<file path="src/rtl/inst_fetch_queue_pkg.sv">
// -----------------------------------------------------------------------------
// ifq_pkg
// Shared types and constants for the instruction fetch queue:
//   PC_W          - program-counter width
//   NOP_INST      - instruction shown to decode when nothing is valid
//   RESET_VECTOR  - default fetch address after reset
//   ifq_state_e   - RUN (responses kept) / DRAIN (stale responses dropped)
//   ifq_entry_t   - one queued instruction with the PC+4 that goes with it
//   word_align()  - clears the byte-offset bits of a fetch target
// -----------------------------------------------------------------------------
package ifq_pkg;

    localparam int          PC_W         = 32;
    localparam logic [31:0] NOP_INST     = 32'h0000_0000;
    localparam logic [31:0] RESET_VECTOR = 32'h0000_0000;

    typedef enum logic [0:0] {
        IFQ_RUN   = 1'b0,
        IFQ_DRAIN = 1'b1
    } ifq_state_e;

    typedef struct packed {
        logic [31:0] inst;
        logic [31:0] pc_plus_4;
    } ifq_entry_t;

    function automatic logic [31:0] word_align(input logic [31:0] pc);
        return {pc[31:2], 2'b00};
    endfunction

endpackage

</file>
<file path="src/rtl/inst_fetch_queue_chk.sv">
// -----------------------------------------------------------------------------
// ifq_fifo_chk
// Property checker attached to every ifq_fifo instance. Flags a push into a
// full FIFO without a matching pop, and a pop from an empty FIFO (for the tag
// FIFO that means a memory response with no request outstanding).
// Ports: clk, rst, clear, push, pop, count (current fill level).
// -----------------------------------------------------------------------------
module ifq_fifo_chk #(
    parameter int DEPTH = 4,
    parameter int CW    = 3
) (
    input logic          clk,
    input logic          rst,
    input logic          clear,
    input logic          push,
    input logic          pop,
    input logic [CW-1:0] count
);

    a_no_overflow: assert property (@(posedge clk) disable iff (rst || clear)
        !(push && !pop && (count == CW'(DEPTH))));

    a_no_underflow: assert property (@(posedge clk) disable iff (rst || clear)
        !(pop && (count == CW'(0))));

endmodule

</file>
<file path="src/rtl/inst_fetch_queue_fifo.sv">
// -----------------------------------------------------------------------------
// ifq_fifo
// Synchronous FIFO with first-word fall-through read data.
// Ports: clk, rst (sync, active-high), clear (sync flush, wins over push),
//        push/wdata, pop, rdata (head entry), count (fill level).
// DEPTH must be a power of two so the pointers wrap naturally.
// -----------------------------------------------------------------------------
module ifq_fifo #(
    parameter int DEPTH = 4,
    parameter int WIDTH = 32
) (
    input  logic                         clk,
    input  logic                         rst,
    input  logic                         clear,
    input  logic                         push,
    input  logic [WIDTH-1:0]             wdata,
    input  logic                         pop,
    output logic [WIDTH-1:0]             rdata,
    output logic [$clog2(DEPTH+1)-1:0]   count
);

    localparam int AW = $clog2(DEPTH);
    localparam int CW = $clog2(DEPTH+1);

    logic [WIDTH-1:0] r_mem [DEPTH];
    logic [AW-1:0]    r_wr_ptr;
    logic [AW-1:0]    r_rd_ptr;
    logic [CW-1:0]    r_count;
    logic             w_do_push;
    logic             w_do_pop;

    assign w_do_pop  = pop && (r_count != CW'(0));
    assign w_do_push = push && ((r_count != CW'(DEPTH)) || w_do_pop);

    // Storage array write port.
    always_ff @(posedge clk) begin
        if (w_do_push && !clear) begin
            r_mem[r_wr_ptr] <= wdata;
        end
    end

    // Pointer and fill-level bookkeeping.
    always_ff @(posedge clk) begin
        if (rst || clear) begin
            r_wr_ptr <= AW'(0);
            r_rd_ptr <= AW'(0);
            r_count  <= CW'(0);
        end else begin
            if (w_do_push) begin
                r_wr_ptr <= r_wr_ptr + AW'(1);
            end
            if (w_do_pop) begin
                r_rd_ptr <= r_rd_ptr + AW'(1);
            end
            case ({w_do_push, w_do_pop})
                2'b10:   r_count <= r_count + CW'(1);
                2'b01:   r_count <= r_count - CW'(1);
                default: r_count <= r_count;
            endcase
        end
    end

    assign rdata = r_mem[r_rd_ptr];
    assign count = r_count;

    ifq_fifo_chk #(.DEPTH(DEPTH), .CW(CW)) u_chk (
        .clk   (clk),
        .rst   (rst),
        .clear (clear),
        .push  (push),
        .pop   (pop),
        .count (r_count)
    );

endmodule

</file>
<file path="src/rtl/inst_fetch_queue.sv">
// -----------------------------------------------------------------------------
// inst_fetch_queue
// Fetch stage in front of IF/ID: issues in-order word fetches, queues the
// returned instructions with their PC+4 and hands one per cycle to decode.
// A redirect flushes the queue and drops responses still in flight.
//
// Ports:
//   clock, reset                     - clock, synchronous active-high reset
//   imem_req_valid/ready/addr        - fetch request channel
//   imem_rsp_valid/data              - in-order fetch responses
//   redirect_valid/pc                - taken branch/jump target
//   id_stall                         - decode cannot take an instruction
//   if_valid, if_inst, if_pc_plus_4  - instruction to IF/ID (zeros when idle)
//   occupancy                        - instruction-queue fill level
//
// Build option: define IFQ_BYPASS_EN to let a response reach decode in the
// same cycle when the queue is empty (zero-latency path).
// -----------------------------------------------------------------------------
module inst_fetch_queue
    import ifq_pkg::*;
#(
    parameter int          DEPTH    = 4,
    parameter logic [31:0] RESET_PC = RESET_VECTOR
) (
    input  logic                        clock,
    input  logic                        reset,
    output logic                        imem_req_valid,
    input  logic                        imem_req_ready,
    output logic [31:0]                 imem_req_addr,
    input  logic                        imem_rsp_valid,
    input  logic [31:0]                 imem_rsp_data,
    input  logic                        redirect_valid,
    input  logic [31:0]                 redirect_pc,
    input  logic                        id_stall,
    output logic                        if_valid,
    output logic [31:0]                 if_inst,
    output logic [31:0]                 if_pc_plus_4,
    output logic [$clog2(DEPTH+1)-1:0]  occupancy
);

    localparam int CW = $clog2(DEPTH+1);
    localparam logic [0:0] S_RUN   = 1'(IFQ_RUN);
    localparam logic [0:0] S_DRAIN = 1'(IFQ_DRAIN);

    logic [31:0]   r_fetch_pc;
    logic [CW-1:0] r_drop_cnt;
    logic [0:0]    r_state;

    logic [CW-1:0] w_ent_count;
    logic [CW-1:0] w_tag_count;
    ifq_entry_t    w_ent_head;
    ifq_entry_t    w_new_entry;
    ifq_entry_t    w_if_entry;
    logic [31:0]   w_tag_head;
    logic [CW-1:0] w_redirect_drop;
    logic          w_ent_empty;
    logic          w_credit;
    logic          w_req_fire;
    logic          w_rsp_live;
    logic          w_ent_push;
    logic          w_ent_pop;
    logic          w_if_valid;

    assign w_ent_empty = (w_ent_count == CW'(0));

    // Queued entries plus requests in flight may never exceed DEPTH; both
    // counts are registered, so a pop frees a credit only on the next cycle.
    assign w_credit = ({1'b0, w_ent_count} + {1'b0, w_tag_count}) < (CW+1)'(DEPTH);

    assign imem_req_valid = !reset && !redirect_valid && w_credit;
    assign imem_req_addr  = r_fetch_pc;
    assign w_req_fire     = imem_req_valid && imem_req_ready;

    // The tag FIFO head is always the PC of the oldest response in flight.
    assign w_new_entry.inst      = imem_rsp_data;
    assign w_new_entry.pc_plus_4 = w_tag_head + 32'd4;

    assign w_rsp_live = imem_rsp_valid && (r_state == S_RUN) && !redirect_valid;
    assign w_ent_pop  = !w_ent_empty && !id_stall && !redirect_valid;

    // A response on an empty queue still has to respect its tag FIFO order, so
    // the response that arrives in the redirect cycle is dropped, not counted.
    assign w_redirect_drop = w_tag_count - CW'(imem_rsp_valid);

`ifdef IFQ_BYPASS_EN
    logic w_bypass;
    assign w_bypass   = w_rsp_live && w_ent_empty && !reset;
    // A bypassed response that decode takes right away never enters the queue.
    assign w_ent_push = w_rsp_live && !(w_bypass && !id_stall);
`else
    assign w_ent_push = w_rsp_live;
`endif

    // Select what decode sees this cycle.
    always_comb begin
        w_if_valid = 1'b0;
        w_if_entry = '{inst: NOP_INST, pc_plus_4: 32'h0000_0000};
        if (reset) begin
            w_if_valid = 1'b0;
        end
`ifdef IFQ_BYPASS_EN
        else if (w_bypass) begin
            w_if_valid = 1'b1;
            w_if_entry = w_new_entry;
        end
`endif
        else if (!w_ent_empty) begin
            w_if_valid = 1'b1;
            w_if_entry = w_ent_head;
        end else begin
            w_if_valid = 1'b0;
        end
    end

    assign if_valid     = w_if_valid;
    assign if_inst      = w_if_entry.inst;
    assign if_pc_plus_4 = w_if_entry.pc_plus_4;
    assign occupancy    = w_ent_count;

    // Fetch PC, stale-response counter and RUN/DRAIN state.
    always_ff @(posedge clock) begin
        if (reset) begin
            r_fetch_pc <= RESET_PC;
            r_drop_cnt <= CW'(0);
            r_state    <= S_RUN;
        end else if (redirect_valid) begin
            r_fetch_pc <= word_align(redirect_pc);
            r_drop_cnt <= w_redirect_drop;
            r_state    <= (w_redirect_drop != CW'(0)) ? S_DRAIN : S_RUN;
        end else begin
            if (w_req_fire) begin
                r_fetch_pc <= r_fetch_pc + 32'd4;
            end
            if ((r_state == S_DRAIN) && imem_rsp_valid) begin
                r_drop_cnt <= r_drop_cnt - CW'(1);
                if (r_drop_cnt == CW'(1)) begin
                    r_state <= S_RUN;
                end
            end
        end
    end

    ifq_fifo #(.DEPTH(DEPTH), .WIDTH($bits(ifq_entry_t))) u_entry_fifo (
        .clk   (clock),
        .rst   (reset),
        .clear (redirect_valid),
        .push  (w_ent_push),
        .wdata (w_new_entry),
        .pop   (w_ent_pop),
        .rdata (w_ent_head),
        .count (w_ent_count)
    );

    // Outstanding-request PCs; never flushed, since dropped responses still
    // arrive and must consume their tags.
    ifq_fifo #(.DEPTH(DEPTH), .WIDTH(32)) u_tag_fifo (
        .clk   (clock),
        .rst   (reset),
        .clear (1'b0),
        .push  (w_req_fire),
        .wdata (r_fetch_pc),
        .pop   (imem_rsp_valid),
        .rdata (w_tag_head),
        .count (w_tag_count)
    );

endmodule
</file>
<file path="config.mk">
export PLATFORM = sky130hd
export DESIGN_NAME = inst_fetch_queue
export DESIGN_NICKNAME = d
export VERILOG_FILES = /design/src/rtl/inst_fetch_queue_pkg.sv /design/src/rtl/inst_fetch_queue_chk.sv /design/src/rtl/inst_fetch_queue_fifo.sv /design/src/rtl/inst_fetch_queue.sv
export SDC_FILE = /design/constraint.sdc
export NUM_CORES = 1
export LEC_CHECK = 0
export CAP_MARGIN = 15
export CORE_MARGIN = 2
export CORE_UTILIZATION = 35
export DETAILED_ROUTE_END_ITERATION = 8
export PLACE_DENSITY = 0.63
export SLEW_MARGIN = 20
export SYNTH_ARGS = -nofsm -noshare
export SYNTH_HDL_FRONTEND = slang
export SYNTH_SLANG_ARGS = --single-unit
</file>
<file path="constraint.sdc">
create_clock -name clock -period 4.05 [get_ports clock]
set_input_delay 0.81 -clock clock [delete_from_list [all_inputs] [get_ports clock]]
set_output_delay 0.81 -clock clock [all_outputs]
set_load 0.05 [all_outputs]
</file>
==> impl_results.md <==
* Slew of the pin with the lowest slew margin at about 790 ps
* Die width at 226 um
* Diodes inserted at 0
* Die Y at 226 um
* Clock tree root buffer cell: clkbuf_16
* Nets@finish at 1290
* Hold-fix buffers, CTS at 0
* DRC at 0
* First-pass GRT wire length at 54.8 mm
* Synth unique cells at 55
* Worst Clk Skew at 11.1 ps
* RSZ-0062 raised after global routing: false
* 1st-pass router iterations at 5
* Syn Std Cell Area at around 0.017 mm^2
* Tcrit/Tclk final at 82.9%
* Post-cts gate resize count at 0
* CP cell instances: buf_12 > mux4_2 > and2_1 > buf_12
* Core Rows at 81
* Final Slew Violations at 0
* Worst path arrival time at 2550 ps
* Mapped Cells at 1011
* Final core occ at between 40 and 50%
* Final min period at 3360 ps
* Syn. warnings at 0
* HP Class: reg -> reg
* Vias per cell at 4.92
* H-Tree Depth at 2
* Post-Layout Cell Count at 1901
* Synth-to-Final Area Change at 26.4%
* Outcome: complete, no violations
* Antenna Violating Nets Remaining at 0
* Vias in the first global route at 9502
* Fillers at 4246
* Largest net degree at the start of global routing at 64
* Most common cell in the synthesized netlist: edfxtp_1
* Post-CTS Setup Repair Bufs at 0
* Post-DP Area at 0.0205 mm^2
* WS Path Type: reg -> out
* Setup TNS at 0 ps
* Top Family by Delay on Critical Path: flip-flops
* Initial antenna violation count at 0
* Setup WS post-layout at 692 ps
* CTS tree: yes
* Die Area at 0.0513 mm^2
* Fin area at 0.0219 mm^2
* Clk sinks at 420
* Via count at 9345
* Clock Latency Late Sink at 550 ps
* Clk pin slew, worst setup/hold paths at 60 ps
* Critical Path Sink Type: output pin
* HPWL after detailed placement at 22.6 mm
* I/O pin count at 171
* Share of the yosys chip area belonging to registers at 69.8%
* Ys async rst share at 0%
* Synth top cells by count: 368 x edfxtp_1, 85 x mux4_2, 75 x and2_1
* Crit path buffers/inverters at 2
* Routed WL at between 30 and 40 mm
* Most used cell, CP: buf_12
* RD Place Congestion at 0.773
* Peak VDD IR at 0.267 mV
* Synth top area cells: edfxtp_1 64%, mux4_2 11%, dfxtp_1 6.0%
* PD cells at approximately 420 mW/mm^2
* Share of the synthesized area in the top cell type at 63.8%
* Max frequency at 298 MHz
* Area of the core at 0.0490 mm^2
* Leading area contributor after synthesis: edfxtp_1
* Clk buf depth at 3
* CTS Buf Count at 45
* Crit path required time at between 3000 and 4000 ps
* Grt total ovfl at 0
* Max-slew headroom at between 40% and 50%
* Crit-path max FO at 29
* Max Cap Violations at 0
* #FFs+latches synth at 420
* Max stage delay cell, worst path: dfxtp_4
* DRT iter0 DRCs at 610
* WL/cell at 18.4 um
* EDFF count, synth at 368
* Synth Flop Type: edfxtp_1
* Fraction of layout cells with a size suffix above 1 at ~22%
* Largest stage delay on the critical path at 730 ps
* Avg Cell Area, Syn at roughly 17 um^2
* Tot GR Track Use at 13.9%
* Starting Density at 35.4%
* I/O Buffers at 164
* Crit path launch type: flip-flop
* Leak at around 7 nW
* Final Hold Viols at 0
* Placed insts at about 1.8k
* Worst slack, placed at ~620 ps
* Final setup violation count at 0
[sequential cells by signal (all words and copies together), names as in the netlist, named ones only]
signal                 flops
imem_req_addr             30
r_drop_cnt                 3
r_state                    1
u_entry_fifo.count         3
u_entry_fifo.r_mem       248
u_entry_fifo.r_rd_ptr      2
u_entry_fifo.r_wr_ptr      2
u_tag_fifo.count           3
u_tag_fifo.r_mem         120
u_tag_fifo.r_rd_ptr        2
u_tag_fifo.r_wr_ptr        2
[cells by family (layout without fill, tap and decap cells)]
group                      count (synthesis)  in the layout  synth area share [%]
xor gates and xnor gates                  49             49                  2.48
and+or+nand+nor                          266            266                  8.83
DFF                                      420            420                  69.8
other                                      1              4                0.0216
AOI/OAI and AO/OA                         86             86                  3.17
muxes                                     95             95                  12.3
adders and majority gates                 18             18                  1.39
buffers and inverters                     76            299                  2.02
[final timing paths]
path	slack, ps	to	from	cells after the start
hold / removal	530	u_tag_fifo.r_rd_ptr[0]$_SDFFE_PP0P_	u_tag_fifo.r_rd_ptr[0]$_SDFFE_PP0P_	2
setup reg to reg	1150	u_entry_fifo.r_mem[3][27]$_DFFE_PP_	flip-flop	6
setup / recovery	690	if_pc_plus_4[12]	flip-flop	4
hold reg to reg	530	u_tag_fifo.r_rd_ptr[0]$_SDFFE_PP0P_	u_tag_fifo.r_rd_ptr[0]$_SDFFE_PP0P_	2
[per-layer routing]
| layer | global-route usage (%) | wire, um |
|---|---|---|
| met3 | 3.10 | 2200 |
| met5 | 0 | 0 |
| met2 | 21.7 | 16000 |
| met1 | 19.6 | 16300 |
| met4 | 3.88 | 564 |
[metrics by stage]
| step | hold slack, ps | power, mW |
|---|---|---|
| 2_1_floorplan | 485 | 5.29 |
| 3_3_place_gp | 510 | 5.59 |
| 3_5_place_dp | 521 | 5.60 |
| 4_1_cts | 534 | 9.37 |
| 5_1_grt | 570 | 9.59 |
| 6_report | 533 | 9.24 |
[worst min-delay path, stage by stage (launching register included)]
cell,delay [ps]
dfxtp_1,340
xor2_1,80
nor2_1,70
[cell type report]
cell class              count  area (um^2)  area share [%]
inverters                  21         78.8           0.360
clock inverters            19         97.6           0.446
flip-flops and latches    420        12100            55.2
repair buffers            196         2640            12.0
multi-input cells         518         4910            22.4
clock buffers              63         1260            5.74
well taps                 664          831            3.79
[layout by cell type, fill, tap and decap left out, types with 14 or more instances in the layout]
| cell | n |
|---|---|
| buf_4 | 23 |
| nand2_1 | 47 |
| inv_1 | 21 |
| buf_12 | 73 |
| clkbuf_16 | 47 |
| dfxtp_1 | 49 |
| ha_1 | 16 |
| and2_1 | 71 |
| o21ai_0 | 17 |
| nand3_1 | 31 |
| mux4_2 | 85 |
| xor2_1 | 25 |
| a21oi_1 | 18 |
| a31oi_1 | 22 |
| xnor2_1 | 24 |
| edfxtp_1 | 368 |
| clkbuf_1 | 14 |
| clkdlybuf4s50_1 | 100 |
| nor2_1 | 40 |
[power breakdown]
group	internal, mW	switching (mW)
combinational	0.282	0.365
sequential	4.79	0.0694
clock	2.16	1.58
No activity file was read; power rests on OpenSTA's default activity.
